<file path="src/rtl/ads8681_pkg.sv">
// Shared types and constants for the ADS8681 acquisition front end.
package ads8681_pkg;

    typedef enum logic [1:0] {
        IDLE = 2'd0,
        CONV = 2'd1,
        READ = 2'd2,
        ACQ  = 2'd3
    } state_t;

    localparam int SAMPLE_BITS = 16;
    localparam int SEQ_BITS    = 16;
    localparam int WORD_BITS   = 32;

    // 100 MHz defaults: 1 us conversion, 25 MHz SCLK, 350 ns acquisition.
    localparam int DEF_CLK_DIV     = 2;
    localparam int DEF_CONV_CYCLES = 100;
    localparam int DEF_ACQ_CYCLES  = 35;

    function automatic int max3(input int a, input int b, input int c);
        int m;
        m = (a > b) ? a : b;
        return (m > c) ? m : c;
    endfunction

endpackage

</file>
<file path="src/rtl/ads8681_acq_ctrl_if.sv">
// Word stream from the ADC front end towards the PSSI packer.
interface ads8681_acq_ctrl_if;
    import ads8681_pkg::*;

    // A word moves on every cycle where valid_o and ready_i are both high;
    // while valid_o is high and ready_i low, data_o is held unchanged.
    logic [WORD_BITS-1:0] data_o;
    logic                 valid_o;
    logic                 ready_i;

    modport master (output data_o, output valid_o, input ready_i);
    modport slave  (input data_o, input valid_o, output ready_i);

endinterface

</file>
<file path="src/rtl/ads8681_spi_rx.sv">
// SCLK generator and MSB-first 16-bit shift-in for one ADS8681 read frame.
module ads8681_spi_rx
    import ads8681_pkg::*;
#(
    parameter int CLK_DIV = DEF_CLK_DIV
) (
    input  logic                   clk,
    input  logic                   rst,
    input  logic                   start,
    input  logic                   sdo,
    output logic                   sclk,
    output logic                   done,
    output logic [SAMPLE_BITS-1:0] sample
);

    localparam int DIV_W = (CLK_DIV > 1) ? $clog2(CLK_DIV) : 1;
    localparam int BIT_W = $clog2(SAMPLE_BITS);
    localparam logic [DIV_W-1:0] DIV_LAST = DIV_W'(CLK_DIV - 1);
    localparam logic [BIT_W-1:0] BIT_LAST = BIT_W'(SAMPLE_BITS - 1);

    logic             active;
    logic [DIV_W-1:0] div_cnt;
    logic [BIT_W-1:0] bit_cnt;

    always_ff @(posedge clk or posedge rst) begin
        if (rst) begin
            active  <= 1'b0;
            div_cnt <= '0;
            bit_cnt <= '0;
            sclk    <= 1'b0;
            done    <= 1'b0;
            sample  <= '0;
        end else begin
            done <= 1'b0;
            if (start) begin
                active  <= 1'b1;
                div_cnt <= '0;
                bit_cnt <= '0;
                sclk    <= 1'b0;
            end else if (active) begin
                if (div_cnt == DIV_LAST) begin
                    div_cnt <= '0;
                    sclk    <= ~sclk;
                    // Data is taken on the same clock that drives SCLK high.
                    if (!sclk) begin
                        sample <= {sample[SAMPLE_BITS-2:0], sdo};
                        done   <= (bit_cnt == BIT_LAST);
                    end else begin
                        bit_cnt <= bit_cnt + 1'b1;
                        if (bit_cnt == BIT_LAST) active <= 1'b0;
                    end
                end else begin
                    div_cnt <= div_cnt + 1'b1;
                end
            end
        end
    end

endmodule

</file>
<file path="src/rtl/ads8681_acq_ctrl.sv">
// ADS8681 acquisition controller: conversion/read/acquire sequencing, sequence
// numbering and a one-word output register with sticky overrun.
module ads8681_acq_ctrl
    import ads8681_pkg::*;
#(
    parameter int CLK_DIV     = DEF_CLK_DIV,
    parameter int CONV_CYCLES = DEF_CONV_CYCLES,
    parameter int ACQ_CYCLES  = DEF_ACQ_CYCLES
) (
    input  logic               clk_i,
    input  logic               rst_i,
    input  logic               enable_i,
    input  logic               clear_i,
    output logic               adc_convst_o,
    output logic               adc_sclk_o,
    input  logic               adc_sdo_i,
    ads8681_acq_ctrl_if.master bus,
    output logic               overrun_o,
    output logic               busy_o,
    output state_t             state_o
);

    localparam int CNT_W = $clog2(max3(CONV_CYCLES, 32 * CLK_DIV, ACQ_CYCLES) + 1);
    localparam logic [CNT_W-1:0] CONV_LAST = CNT_W'(CONV_CYCLES - 1);
    localparam logic [CNT_W-1:0] READ_LAST = CNT_W'(32 * CLK_DIV - 1);
    localparam logic [CNT_W-1:0] ACQ_LAST  = CNT_W'(ACQ_CYCLES - 1);

    state_t                 state, state_n;
    logic [CNT_W-1:0]       cnt;
    logic                   convst_q, busy_q;
    logic                   spi_start, spi_done;
    logic [SAMPLE_BITS-1:0] sample;
    logic [SEQ_BITS-1:0]    seq;
    logic [WORD_BITS-1:0]   data_q;
    logic                   valid_q, overrun_q;

    ads8681_spi_rx #(.CLK_DIV(CLK_DIV)) u_spi_rx (
        .clk    (clk_i),
        .rst    (rst_i),
        .start  (spi_start),
        .sdo    (adc_sdo_i),
        .sclk   (adc_sclk_o),
        .done   (spi_done),
        .sample (sample)
    );

    always_comb begin
        state_n   = state;
        spi_start = 1'b0;
        unique case (state)
            IDLE: if (enable_i) state_n = CONV;
            CONV: if (cnt == CONV_LAST) begin
                state_n   = READ;
                spi_start = 1'b1;
            end
            READ: if (cnt == READ_LAST) state_n = ACQ;
            ACQ:  if (cnt == ACQ_LAST) state_n = enable_i ? CONV : IDLE;
            default: state_n = IDLE;
        endcase
    end

    // One timer serves all phases; it restarts on every state change.
    always_ff @(posedge clk_i or posedge rst_i) begin
        if (rst_i) begin
            state    <= IDLE;
            cnt      <= '0;
            convst_q <= 1'b0;
            busy_q   <= 1'b0;
        end else begin
            state    <= state_n;
            cnt      <= (state_n != state || state == IDLE) ? '0 : cnt + 1'b1;
            convst_q <= (state_n == CONV);
            busy_q   <= (state_n != IDLE);
        end
    end

    always_ff @(posedge clk_i or posedge rst_i) begin
        if (rst_i) begin
            seq       <= '0;
            data_q    <= '0;
            valid_q   <= 1'b0;
            overrun_q <= 1'b0;
        end else begin
            if (spi_done) begin
                // A held word not taken this cycle wins; the new sample is dropped.
                if (!valid_q || bus.ready_i) begin
                    data_q  <= {seq, sample};
                    valid_q <= 1'b1;
                end else begin
                    overrun_q <= 1'b1;
                end
                seq <= seq + 1'b1;
            end else if (valid_q && bus.ready_i) begin
                valid_q <= 1'b0;
            end
            if (clear_i) begin
                seq       <= '0;
                overrun_q <= 1'b0;
            end
        end
    end

    assign adc_convst_o = convst_q;
    assign busy_o       = busy_q;
    assign overrun_o    = overrun_q;
    assign bus.data_o   = data_q;
    assign bus.valid_o  = valid_q;
    assign state_o      = state;

endmodule

</file>
<file path="src/flat_wrapper.sv">
// flat-port wrapper written by rule: the top's interface ports become plain ports
module ads8681_acq_ctrl_flat import ads8681_pkg::*;
#(
    parameter int CLK_DIV     = DEF_CLK_DIV,
    parameter int CONV_CYCLES = DEF_CONV_CYCLES,
    parameter int ACQ_CYCLES  = DEF_ACQ_CYCLES
)
  (clk_i, rst_i, enable_i, clear_i, adc_convst_o, adc_sclk_o, adc_sdo_i, overrun_o, busy_o, state_o, bus_data_o, bus_valid_o, bus_ready_i);
  ads8681_acq_ctrl_if bus_i ();
  input  logic clk_i;
  input  logic rst_i;
  input  logic enable_i;
  input  logic clear_i;
  output logic adc_convst_o;
  output logic adc_sclk_o;
  input  logic adc_sdo_i;
  output logic overrun_o;
  output logic busy_o;
  output state_t state_o;
  output wire logic [$bits(bus_i.data_o)-1:0] bus_data_o;
  output wire logic [$bits(bus_i.valid_o)-1:0] bus_valid_o;
  input wire logic [$bits(bus_i.ready_i)-1:0] bus_ready_i;
  assign bus_data_o = bus_i.data_o;
  assign bus_valid_o = bus_i.valid_o;
  assign bus_i.ready_i = bus_ready_i;
  ads8681_acq_ctrl #(.CLK_DIV(CLK_DIV), .CONV_CYCLES(CONV_CYCLES), .ACQ_CYCLES(ACQ_CYCLES)) u_core (.clk_i(clk_i), .rst_i(rst_i), .enable_i(enable_i), .clear_i(clear_i), .adc_convst_o(adc_convst_o), .adc_sclk_o(adc_sclk_o), .adc_sdo_i(adc_sdo_i), .bus(bus_i), .overrun_o(overrun_o), .busy_o(busy_o), .state_o(state_o));
endmodule
</file>
<file path="config.mk">
export PLATFORM = sky130hd
export DESIGN_NAME = ads8681_acq_ctrl_flat
export DESIGN_NICKNAME = d
export VERILOG_FILES = /design/src/rtl/ads8681_pkg.sv /design/src/rtl/ads8681_acq_ctrl_if.sv /design/src/rtl/ads8681_spi_rx.sv /design/src/rtl/ads8681_acq_ctrl.sv /design/src/flat_wrapper.sv
export SDC_FILE = /design/constraint.sdc
export NUM_CORES = 1
export LEC_CHECK = 0
export BUFFER_PORTS_ARGS = -buffer_cell sky130_fd_sc_hd__buf_2
export CAP_MARGIN = 40
export CORE_UTILIZATION = 30
export DETAILED_ROUTE_END_ITERATION = 16
export PLACE_DENSITY_LB_ADDON = 0.12
export SETUP_SLACK_MARGIN = 0.15
export SLEW_MARGIN = 20
export SYNTH_ARGS = -nofsm -noshare
export SYNTH_HDL_FRONTEND = slang
export SYNTH_SLANG_ARGS = --single-unit
</file>
<file path="constraint.sdc">
create_clock -name clk_i -period 3.65 [get_ports clk_i]
set_clock_uncertainty 0.05 [all_clocks]
set_input_delay 1.095 -clock clk_i [delete_from_list [all_inputs] [get_ports clk_i]]
set_output_delay 1.095 -clock clk_i [all_outputs]
set_load 0.1 [all_outputs]
</file>
======== Word-level counts from Yosys, hierarchy flattened ========
Index checks and enable logic that the tools add are counted.
storage, ports and cells
  input bits .............................. 6
  register bits after elaboration ......... 85
operators by class
  add/sub/neg operators ................... 4
  multiplexer cells ....................... 36
  bitwise operators ....................... 2
  equality and inequality tests ........... 11
  reductions and logical operators ........ 17
operators by type and width
  kind                                                    number
  two-way mux 16 bit                                      2
  two-way mux 1 bit                                       24
  adder 16 x 1 -> 16 bit (second input constant)          1
  two-way mux 4 bit                                       4
  equality test 7 x 6 -> 1 bit (second input constant)    2
  nonzero test 2 bit                                      6
  two-way mux 2 bit                                       4
  one-hot mux 2 bit (4 select lines)                      1
  AND reduction 2 bit                                     4
  adder 7 x 1 -> 7 bit (second input constant)            1
  equality test 7 bit (second input constant)             1
  two-way mux 7 bit                                       1
  adder 4 x 1 -> 4 bit (second input constant)            1
  equality test 2 x 1 -> 1 bit (second input constant)    2
  equality test 2 bit (second input constant)             2
  equality test 4 bit (second input constant)             1
  AND reduction 4 bit                                     1
  AND reduction 3 bit                                     1
  zero test 2 bit                                         1
  logical OR 1 bit                                        2
  inequality test 2 x 1 -> 1 bit (second input constant)  1
  inequality test 2 bit                                   1
  inequality test 2 bit (second input constant)           1
  NOT 1 bit                                               2
  3 further kinds                                         3

======== Longest topological paths before layout ========
Gate-level depths: netlist (run 1).
  word-level depth ........................ 6
  mapped depth ............................ 7

======== Hierarchy ========
From an unflattened synthesis (run 1), not the netlist that was laid out.
second synthesis, totals
  cells, all modules ...................... 277
  area, all modules ....................... 3572.2 um^2
modules (own cells, without submodules)
  module            area an instance (um^2)  instances  seq. area each (um^2)  cells each
  ads8681_acq_ctrl  2607.5                   1          1526.5                 211
  ads8681_spi_rx    964.7                    1          600.6                  66

======== Worst setup path after synthesis (run 1) ========
Ideal clock, no wire load.
  kind .................................... reg-to-reg
  from .................................... register u_core.state[1] (netlist: u_core.state_o[1])
  to ...................................... register u_core.u_spi_rx.sample[0]
  path buffers ............................ 2
  slack ................................... 1.249 ns
  period minus slack after synthesis ...... 2.401 ns
  setup time .............................. 0.125 ns
  stages on the path, launching flop included .. 7
  data arrival time ....................... 2.225 ns
  required time ........................... 3.475 ns
  cell sequence ........................... dfrtp_1 nand2b_1 nor3_4 or3_1 buf_6 buf_12 mux2_4
on the way
  word-level cells in the longest chain between the ends .. 4
RTL lines
  what                           line                    source
  start: declaration             ads8681_acq_ctrl.sv:28  state_t state, state_n;
  start signal: assignment       ads8681_acq_ctrl.sv:70  state <= state_n;
  equality test 2 x 1 -> 1 bit   ads8681_acq_ctrl.sv:50  unique case (state)
  two-way mux 1 bit              ads8681_acq_ctrl.sv:50
  NOT 1 bit (no line)            n/a
  AND reduction 4 bit (no line)  n/a
  end signal: assignment         ads8681_spi_rx.sv:46    sample <= {sample[SAMPLE_BITS-2:0], sdo};
  end: declaration               ads8681_spi_rx.sv:13    output logic [SAMPLE_BITS-1:0] sample
Every way passes these cells.
A chain may end at the register's enable or synchronous reset.

======== Final worst setup path (run 1) ========
  from .................................... register u_core.cnt[2]
  to ...................................... register u_core.u_spi_rx.sample[0]
on the way
  word-level cells in the longest chain between the ends .. 5
RTL lines
  what                           line                    source
  start: declaration             ads8681_acq_ctrl.sv:29  logic [CNT_W-1:0] cnt;
  start signal: assignment       ads8681_acq_ctrl.sv:71  cnt <= (state_n != state || state == IDLE) ? '0 : cnt + 1'b1;
  equality test 7 bit            ads8681_acq_ctrl.sv:52  CONV: if (cnt == CONV_LAST) begin
  two-way mux 1 bit              ads8681_acq_ctrl.sv:52
  two-way mux 1 bit              ads8681_acq_ctrl.sv:50
  NOT 1 bit (no line)            n/a
  AND reduction 4 bit (no line)  n/a
Every way passes these cells.

==> results.sh, run 1 <==
export IMPL_power_internal_mw=1.65
export IMPL_ir_drop_mv=0.297
export IMPL_p_sw_frac=0.269
export IMPL_ctsHoldBuffers=0
export IMPL_coreArea_um2=11600
export IMPL_wl_per_cell_um=13.5
export IMPL_grt_max_degree=86
export IMPL_hold_class="flip-flop to flip-flop"
export IMPL_clock_path_buffers=2
export IMPL_grt_overflow=0
export IMPL_syn_to_final_growth_pct=19.2
export IMPL_synth_warnings=0
export IMPL_cts_setup_buffers=0
export IMPL_power_frac_seq=0.478
export IMPL_fp_dieArea_um2=12400
export IMPL_io_pin_count=45
export IMPL_setup_viol=0
export IMPL_rows=39
export IMPL_initial_core_util=0.311
export IMPL_syn_inst=277
export IMPL_drc=2
export IMPL_failed_checks="DRC"
export IMPL_dpl_cell_count=461
export IMPL_startpoint_type="flip-flop"
export IMPL_hold_viol=0
export IMPL_die_h_um=111
export IMPL_first_pass_iters=12
export IMPL_synthDistinctLibCells=39
export IMPL_antenna_found_initial=0
export IMPL_final_nets=339
export IMPL_arrival_ns=2.81
export IMPL_ys_seq_area_frac=0.592
export IMPL_p_switching_uw=605
export IMPL_numCtsBuffers=9
export IMPL_drt_iter0_drc=102
export IMPL_final_cell_mix="dfrtp_1, buf_2, mux2_2"
export IMPL_reg2regPathDepth=5
export IMPL_hpwl_um=4260
export IMPL_cts_repair_resized=0
export IMPL_tns_ns=0
export IMPL_synth_nets=287
export IMPL_numPortBuffers=44
export IMPL_worstSetupPathType="flip-flop to flip-flop"
export IMPL_gp_congestion=0.690
export IMPL_p_leak_nw=2.16
export IMPL_grt_pass1_vias=2163
export IMPL_cellPowerDensity_nw_per_um2=526
export IMPL_final_common_cell="dfrtp_1"
export IMPL_routed_via_count=2224
export IMPL_clock_latency_ns=0.33
export IMPL_root_buffer="clkbuf_16"
export IMPL_maxSlewViolCount=0
export IMPL_fin_crit_ns=2.64
export IMPL_critPathMaxFanout=12
export IMPL_ys_seq_elements=85
export IMPL_holdWs_ns=0.442
export IMPL_hold_depth=2
export IMPL_comb_power_share=0.120
export IMPL_rsz0062_at_grt="no"
export IMPL_grtUsageTotal=0.114
export IMPL_placed_cell_area_um2=3990
export IMPL_die_w_um=111
export IMPL_final_area_um2=4280
export IMPL_ant_nets=0
export IMPL_period_share=0.724
export IMPL_layout_cells_non_filler=477
export IMPL_p_clk_frac=0.401
export IMPL_syn_avg_cell_area_um2=13.0
export IMPL_netlist_area_um2=3590
export IMPL_fmax_mhz=378
export IMPL_crit_path_end_kind="flip-flop"
export IMPL_via_per_inst=4.66
export IMPL_worst_pin_slew_ns=0.570
export IMPL_clk_pin_slew_worst_paths_ns=0.06
export IMPL_cts_sinks=85
export IMPL_drive_gt1_frac=0.356
export IMPL_max_slew_margin_rel=0.617
export IMPL_final_util=0.370
export IMPL_antennaDiodeCount=0
export IMPL_cts_tree="done"
export IMPL_cts_htree_levels=3
export IMPL_totalWireLength_um=6450
export IMPL_outcome="complete, but fails checks"
export IMPL_grt_pass1_wl_um=11100
export IMPL_required_ns=3.82
export IMPL_drv_cap=0
==> critical path, stage by stage, from the launching register on <==
cell	delay (ns)
dfrtp_1	0.44
or4b_4	0.56
nor3_4	0.36
or3_1	0.53
buf_4	0.27
mux2_4	0.31
==> worst paths after layout <==
| kind | start | endpoint | slack, ns |
|---|---|---|---|
| min in group asynchronous | rst_i | u_core.bus.data_o[23] | 0.81 |
| max in group asynchronous | rst_i | u_core.cnt[4] | 2.40 |
| worst min-delay path | u_core.overrun_o | u_core.overrun_o | 0.44 |
| worst max-delay path | u_core.cnt[2] | u_core.u_spi_rx.sample[0] | 1.01 |
| worst max register to register | u_core.cnt[2] | u_core.u_spi_rx.sample[0] | 1.01 |
| worst min register to register | u_core.overrun_o | u_core.overrun_o | 0.44 |
==> sequential cells by signal, indices dropped and copies added, names as in the netlist, 2 cells and up <==
register / flops
u_core.cnt: 7
u_core.seq: 16
u_core.state_o: 2
u_core.u_spi_rx.sample: 16
u_core.u_spi_rx.bit_cnt: 4
u_core.bus.data_o: 32
==> cell type report <==
class                      instances  area [um^2]
timing repair buffer              49          270
tap                              143          179
inverter                           8         31.3
multi-input combinational        176         1380
sequential                        85         2130
fill                            1145         7280
clock inverter                     5         50.0
clock buffer                      11          243
==> layer usage <==
metal	vias to the layer above	wire length, um	track usage
li1	1079	-	-
met1	1099	3110	0.153
met2	34	3000	0.172
met3	12	224	0.0332
met4	0	112	0.0514
met5	-	0	0
==> kinds of logic after synthesis <==
group / synth area share
AOI/OAI and AO/OA: 0.0359
xor gates and xnor gates: 0.0487
adders and majority gates: 0.0139
buffers and inverters: 0.0237
DFF: 0.592
muxes: 0.172
and+or+nand+nor: 0.114
==> power by group through the flow <==
stage,clock (mW),combinational [mW],sequential [mW]
5_1_grt,0.985,0.307,1.09
2_1_floorplan,0,0.169,1.14
3_5_place_dp,0,0.277,1.09
3_3_place_gp,0,0.277,1.09
4_1_cts,0.945,0.277,1.08
6_report,0.903,0.271,1.08
==> per-stage QoR <==
step / power (mW) / worst slack, ns
6_report: 2.25 / 1.01
5_1_grt: 2.38 / 0.826
3_3_place_gp: 1.37 / 1.02
4_1_cts: 2.30 / 0.951
3_5_place_dp: 1.37 / 0.956
2_1_floorplan: 1.31 / 0.312
==> synth_stat cells <==
master     instances  area share
buf_1              4      0.0042
nand2b_1           3      0.0052
buf_12             1      0.0056
a31oi_1            1      0.0017
mux2_4             9       0.038
buf_2              1      0.0014
nand2_1           11       0.011
or4b_4             1      0.0038
dfrtp_1           85        0.59
xnor2_1           13       0.032
xor2_1             7       0.017
o2111ai_1          2      0.0049
clkbuf_1           1      0.0010
nor2b_1            4      0.0070
a41o_1             1      0.0028
nand4_1            3      0.0052
mux2i_1            2      0.0056
mux2_2            41        0.13
nand3_1           10       0.014
ha_1               4       0.014
o21ai_0            5      0.0070
a21oi_1            6      0.0084
buf_6              1      0.0031
inv_1              8      0.0084
o21bai_1           1      0.0021
nor3_4             1      0.0045
nor4_1             4      0.0070
a21bo_2            1      0.0028
and4_1             2      0.0049
and3_1             1      0.0017
o31ai_1            1      0.0021
o211ai_1           1      0.0021
nor3_1             2      0.0028
or2_2              1      0.0017
a22oi_1            1      0.0021
nor4b_1            2      0.0049
or3_1              4      0.0070
nor2_1            30       0.031
and2_1             1      0.0017
Power figures use the tool's default switching activity.
==> run 2, diff against run 1 <==
- ABC_AREA: default -> 1
- clock period: 3.65 -> 2.73 ns (I/O delays scaled with it)
==> run 2 against run 1 <==
Compared with the run above:
- the run now ends clean
- highest routed layer unchanged
- global-route usage rose by 1.9 points
- combinational power fell by 84%
- worst hold slack got worse by 0.076 ns
- worst setup slack got worse by 0.42 ns
==> results.sh, run 2 <==
export IMPL_ys_seq_area_frac=0.565
export IMPL_fp_dieArea_um2=13000
export IMPL_p_clk_frac=0.502
export IMPL_synth_top_area_frac=0.565
export IMPL_numCtsBuffers=9
export IMPL_routed_via_count=2746
export IMPL_clk_pin_slew_worst_paths_ns=0.06
export IMPL_arrival_ns=1.27
export IMPL_drt_iter0_drc=159
export IMPL_p_sw_frac=0.201
export IMPL_synth_edff_count=0
export IMPL_drive_gt1_frac=0.231
export IMPL_initial_core_util=0.311
export IMPL_cts_setup_buffers=0
export IMPL_grt_max_degree=27
export IMPL_setup_viol=0
export IMPL_syn_to_final_growth_pct=19.6
export IMPL_ant_nets=0
export IMPL_synth_area_top_cells="dfrtp_1, nand2_1, inv_1"
export IMPL_netlist_area_um2=3760
export IMPL_drc=0
export IMPL_clock_latency_ns=0.33
export IMPL_p_leak_nw=2.19
export IMPL_startpoint_type="flip-flop"
export IMPL_synth_warnings=0
export IMPL_maxSlewViolCount=0
export IMPL_power_frac_seq=0.481
export IMPL_final_common_cell="dfrtp_1"
export IMPL_max_slew_margin_rel=0.638
export IMPL_synth_flop_cell="dfrtp_1"
export IMPL_fin_crit_ns=2.14
export IMPL_critPathMaxFanout=3
export IMPL_cts_htree_levels=3
export IMPL_numPortBuffers=44
export IMPL_cts_sinks=85
export IMPL_comb_power_share=0.017
export IMPL_grtUsageTotal=0.134
export IMPL_gp_congestion=0.804
export IMPL_cp_cell_sequence="buf_2"
export IMPL_fillCellCount=1268
export IMPL_p_switching_uw=527
export IMPL_hold_class="input pin to asynchronous set/reset pin"
export IMPL_hold_viol=0
export IMPL_synthArstFlopShare=1.00
export IMPL_finalPower_mw=2.62
export IMPL_root_buffer="clkbuf_16"
export IMPL_die_w_um=114
export IMPL_period_share=0.785
export IMPL_power_internal_mw=2.09
export IMPL_syn_inst=402
export IMPL_required_ns=1.86
export IMPL_hpwl_um=5520
export IMPL_coreArea_um2=12100
export IMPL_ys_seq_elements=85
export IMPL_tns_ns=0
export IMPL_antenna_found_initial=0
export IMPL_grt_overflow=0
export IMPL_cpMaxStageDelayCell="dfrtp_1"
export IMPL_rows=40
export IMPL_grt_pass1_wl_um=13600
export IMPL_ctsHoldBuffers=0
export IMPL_fmax_mhz=467
export IMPL_cellPowerDensity_nw_per_um2=582
export IMPL_cpPeakStageDelay_ns=0.47
export IMPL_path_delay_family="flip-flops"
export IMPL_worstSetupPathType="flip-flop to output port"
export IMPL_syn_avg_cell_area_um2=9.36
export IMPL_synth_cells_most_frequent="dfrtp_1, nand2_1, inv_1, nor2_1, o21ai_0"
export IMPL_crit_buf_inv=1
export IMPL_cts_repair_resized=0
export IMPL_synthDistinctLibCells=34
export IMPL_grt_pass1_vias=2790
export IMPL_cts_tree="done"
export IMPL_synth_nets=412
export IMPL_outcome="finished, final reports clean"
export IMPL_crit_path_end_kind="output port"
export IMPL_synth_largest_area_cell="dfrtp_1"
export IMPL_totalWireLength_um=7680
export IMPL_antennaDiodeCount=0
export IMPL_io_pin_count=45
export IMPL_first_pass_iters=4
export IMPL_final_nets=464
export IMPL_ir_drop_mv=0.265
export IMPL_rsz0062_at_grt="no"
export IMPL_worst_pin_slew_ns=0.541
export IMPL_clock_path_buffers=2
export IMPL_largest_reg_flops=32
export IMPL_drv_cap=0
export IMPL_holdWs_ns=0.366
export IMPL_die_h_um=114
export IMPL_wl_per_cell_um=12.3
export IMPL_final_cell_mix="dfrtp_1, nand2_1, inv_1"
export IMPL_via_per_inst=4.39
==> run 2: changes by cell type after synthesis, moves of 9 or more <==
cell | before | now
xnor2_1 | 13 | 2
nand2_2 | 0 | 11
inv_1 | 8 | 46
mux2_2 | 41 | 11
mux2_4 | 9 | 0
nand2_1 | 11 | 85
nand3_1 | 10 | 25
o21ai_0 | 5 | 33
==> run 2: cell type report <==
type,instances,area (um^2),area share
Sequential cell,85,2130,0.472
Multi-Input combinational cell,259,1390,0.308
Timing Repair Buffer,50,265,0.0589
Clock buffer,10,239,0.0531
Tap cell,168,210,0.0467
Inverter,49,190,0.0422
Clock inverter,5,83.8,0.0186
==> run 2: final timing paths <==
check                                startpoint                         to  slack (ns)  cells after the start
hold / removal                            rst_i       u_core.u_spi_rx.sclk        0.37                      2
hold reg to reg            u_core.bus.data_o[6]       u_core.bus.data_o[6]        0.43                      2
min in group clk_i         u_core.bus.data_o[6]       u_core.bus.data_o[6]        0.43                      2
setup reg to reg                  u_core.cnt[0]  u_core.u_spi_rx.sample[0]        0.99                      9
max in group asynchronous                 rst_i       u_core.bus.data_o[3]        1.67                      3
setup / recovery           u_core.u_spi_rx.sclk                 adc_sclk_o        0.59                      1
==> run 2: kinds of logic after synthesis <==
family	count (synthesis)	share of synthesized area
fa+ha+maj	4	0.0133
mux	11	0.0329
flops	85	0.565
compound gates	56	0.0854
simple gates	184	0.227
buf+inv	58	0.0672
xor+xnor	4	0.00931
==> run 2: power groups by stage <==
stage	clock (mW)	combinational, mW	sequential, mW
floorplan	0	0.0258	1.28
global placement	0	0.0467	1.28
detailed placement	0	0.0471	1.28
CTS	1.36	0.0469	1.26
global route	1.41	0.0523	1.26
finish	1.32	0.0434	1.26
==> run 2: routing by layer <==
metal,up-vias,track usage,share of wire
met5,-,0,0
met4,0,0.0519,0.016
met3,11,0.0340,0.036
met2,49,0.199,0.44
met1,1285,0.187,0.51
li1,1401,-,-
==> run 2: stage by stage <==
stage               instances   util  area (um^2)  setup slack (ns)
finish                    626  0.372         4500             0.587
global route              626  0.372         4500             0.536
CTS                       626  0.372         4500             0.565
detailed placement        611  0.345         4180             0.540
global placement          611  0.345         4180             0.565
floorplan                 402      -         3770             0.666
==> run 3, diff against run 2 <==
- clock period: 2.73 -> 1.7 ns (I/O delays scaled with it)
==> run 3 against run 2 <==
Compared with the run above:
- count of clock-buffer cells in the layout unchanged
- worst setup slack worse by 0.46 ns
- cell count rose by 3.7%
- clock power is 48% higher
- critical path depth unchanged
- sequential share of layout area is 6.4 points lower
- via count is 4.9% higher
- non-clock buffer count rose by 19
- die area stayed put
- critical path type unchanged
- critical endpoint is now state_o[0]
- largest power group is now registers
==> results.sh, run 3 (same netlist as run 2, synthesis figures left out) <==
export IMPL_hold_viol=0
export IMPL_power_internal_mw=3.18
export IMPL_grt_pass1_vias=2972
export IMPL_via_per_inst=4.44
export IMPL_numPortBuffers=44
export IMPL_tns_ns=0
export IMPL_largest_reg_flops=32
export IMPL_final_nets=486
export IMPL_critPathMaxFanout=2
export IMPL_comb_power_share=0.019
export IMPL_worstSetupPathType="flip-flop to output port"
export IMPL_drc=0
export IMPL_drive_gt1_frac=0.331
export IMPL_root_buffer="clkbuf_16"
export IMPL_fin_crit_ns=1.58
export IMPL_required_ns=1.14
export IMPL_final_area_um2=5240
export IMPL_ir_drop_mv=0.474
export IMPL_coreArea_um2=12100
export IMPL_holdWs_ns=0.0410
export IMPL_setup_viol=0
export IMPL_arrival_ns=1.02
export IMPL_die_w_um=114
export IMPL_initial_core_util=0.311
export IMPL_routed_via_count=2880
export IMPL_p_clk_frac=0.482
export IMPL_ant_nets=0
export IMPL_grt_max_degree=60
export IMPL_numCtsBuffers=9
export IMPL_hpwl_um=5630
export IMPL_cpPeakStageDelay_ns=0.50
export IMPL_hold_class="input pin to asynchronous set/reset pin"
export IMPL_final_util=0.433
export IMPL_finalWorstSetupSlack_ns=0.123
export IMPL_worst_pin_slew_ns=0.361
export IMPL_crit_path_end_kind="output port"
export IMPL_fmax_mhz=634
export IMPL_cp_cell_sequence="buf_12"
export IMPL_grtUsageTotal=0.140
export IMPL_totalWireLength_um=8290
export IMPL_p_leak_nw=2.42
export IMPL_crit_buf_inv=1
export IMPL_drt_iter0_drc=131
export IMPL_drv_cap=0
export IMPL_clk_pin_slew_worst_paths_ns=0.06
export IMPL_ctsHoldBuffers=0
export IMPL_cts_tree="done"
export IMPL_antennaDiodeCount=0
export IMPL_io_pin_count=45
export IMPL_first_pass_iters=4
export IMPL_p_sw_frac=0.216
export IMPL_max_slew_margin_rel=0.759
export IMPL_path_delay_family="flip-flops"
export IMPL_syn_to_final_growth_pct=39.3
export IMPL_cts_htree_levels=3
export IMPL_rows=40
export IMPL_startpoint_type="flip-flop"
export IMPL_place_ws_ns=0.0152
export IMPL_rsz0062_at_grt="yes"
export IMPL_outcome="finished, final reports clean"
export IMPL_gp_congestion=0.762
export IMPL_grt_overflow=0
export IMPL_clock_latency_ns=0.34
export IMPL_fp_dieArea_um2=13000
export IMPL_final_common_cell="dfrtp_1"
export IMPL_p_switching_uw=874
export IMPL_maxSlewViolCount=0
export IMPL_antenna_found_initial=0
export IMPL_period_share=0.928
export IMPL_wl_per_cell_um=12.8
export IMPL_cpMaxStageDelayCell="dfrtp_4"
export IMPL_fillCellCount=1202
export IMPL_cts_sinks=85
export IMPL_die_h_um=114
export IMPL_cellPowerDensity_nw_per_um2=773
export IMPL_final_cell_mix="dfrtp_1, nand2_1, inv_1"
export IMPL_clock_path_buffers=2
export IMPL_power_frac_seq=0.499
export IMPL_placed_cell_area_um2=4460
export IMPL_grt_pass1_wl_um=14200
==> run 3: changes by cell type in the layout (fill, tap and decap cells not counted), moves of 8 or more <==
| cell | change |
|---|---|
| nor2_1 | -8 |
| buf_6 | +27 |
| mux2_2 | -8 |
| buf_12 | +17 |
| mux2_4 | +8 |
| buf_4 | +13 |
| buf_2 | -39 |
==> run 3: area by class of cell <==
type	count	area, um^2	area share
clock inverter	6	61.3	0.0117
tap	168	210	0.0401
sequential	85	2140	0.408
multi-input combinational	262	1580	0.301
inverter	49	194	0.0370
timing repair buffer	69	827	0.158
clock buffer	10	229	0.0437
==> run 3: what timing repair did <==
item	4_1_cts	5_1_grt
endpoints found under the setup margin	49	71
cloned	1	2
gates resized for setup	52	49
pin swaps	2	12
buffers inserted	4	8
==> run 3: final timing paths <==
kind,slack [ns],end,startpoint,cells past startpoint
max,0.12,state_o[0],u_core.state_o[0],1
max in group asynchronous,0.97,u_core.bus.valid_o,rst_i,3
max reg2reg,0.15,u_core.u_spi_rx.sample[1],u_core.state_o[0],10
min reg2reg,0.43,u_core.cnt[0],u_core.cnt[0],1
min in group clk_i,0.35,u_core.seq[2],clear_i,2
min,0.04,u_core.adc_convst_o,rst_i,2
==> run 3: stage by stage <==
stage / power [mW] / instances
floorplan: 2.10 / 402
global placement: 2.14 / 618
detailed placement: 2.14 / 618
CTS: 4.11 / 639
global route: 4.20 / 649
finish: 4.05 / 649
==> run 3: power groups by stage <==
stage                     logic (mW)  clock network [mW]  registers (mW)
after CTS                     0.0791                2.01            2.02
after floorplan               0.0417                   0            2.06
after detailed placement      0.0791                   0            2.06
after global routing          0.0898                2.09            2.02
final                         0.0754                1.95            2.02
after global placement        0.0782                   0            2.06
==> run 3: routing by layer <==
layer / GRT usage / part of all wire / up-vias
met5: 0 / 0 / -
met4: 0.0442 / 0.011 / 0
met3: 0.0367 / 0.030 / 8
met2: 0.224 / 0.46 / 42
met1: 0.186 / 0.49 / 1371
li1: - / - / 1459
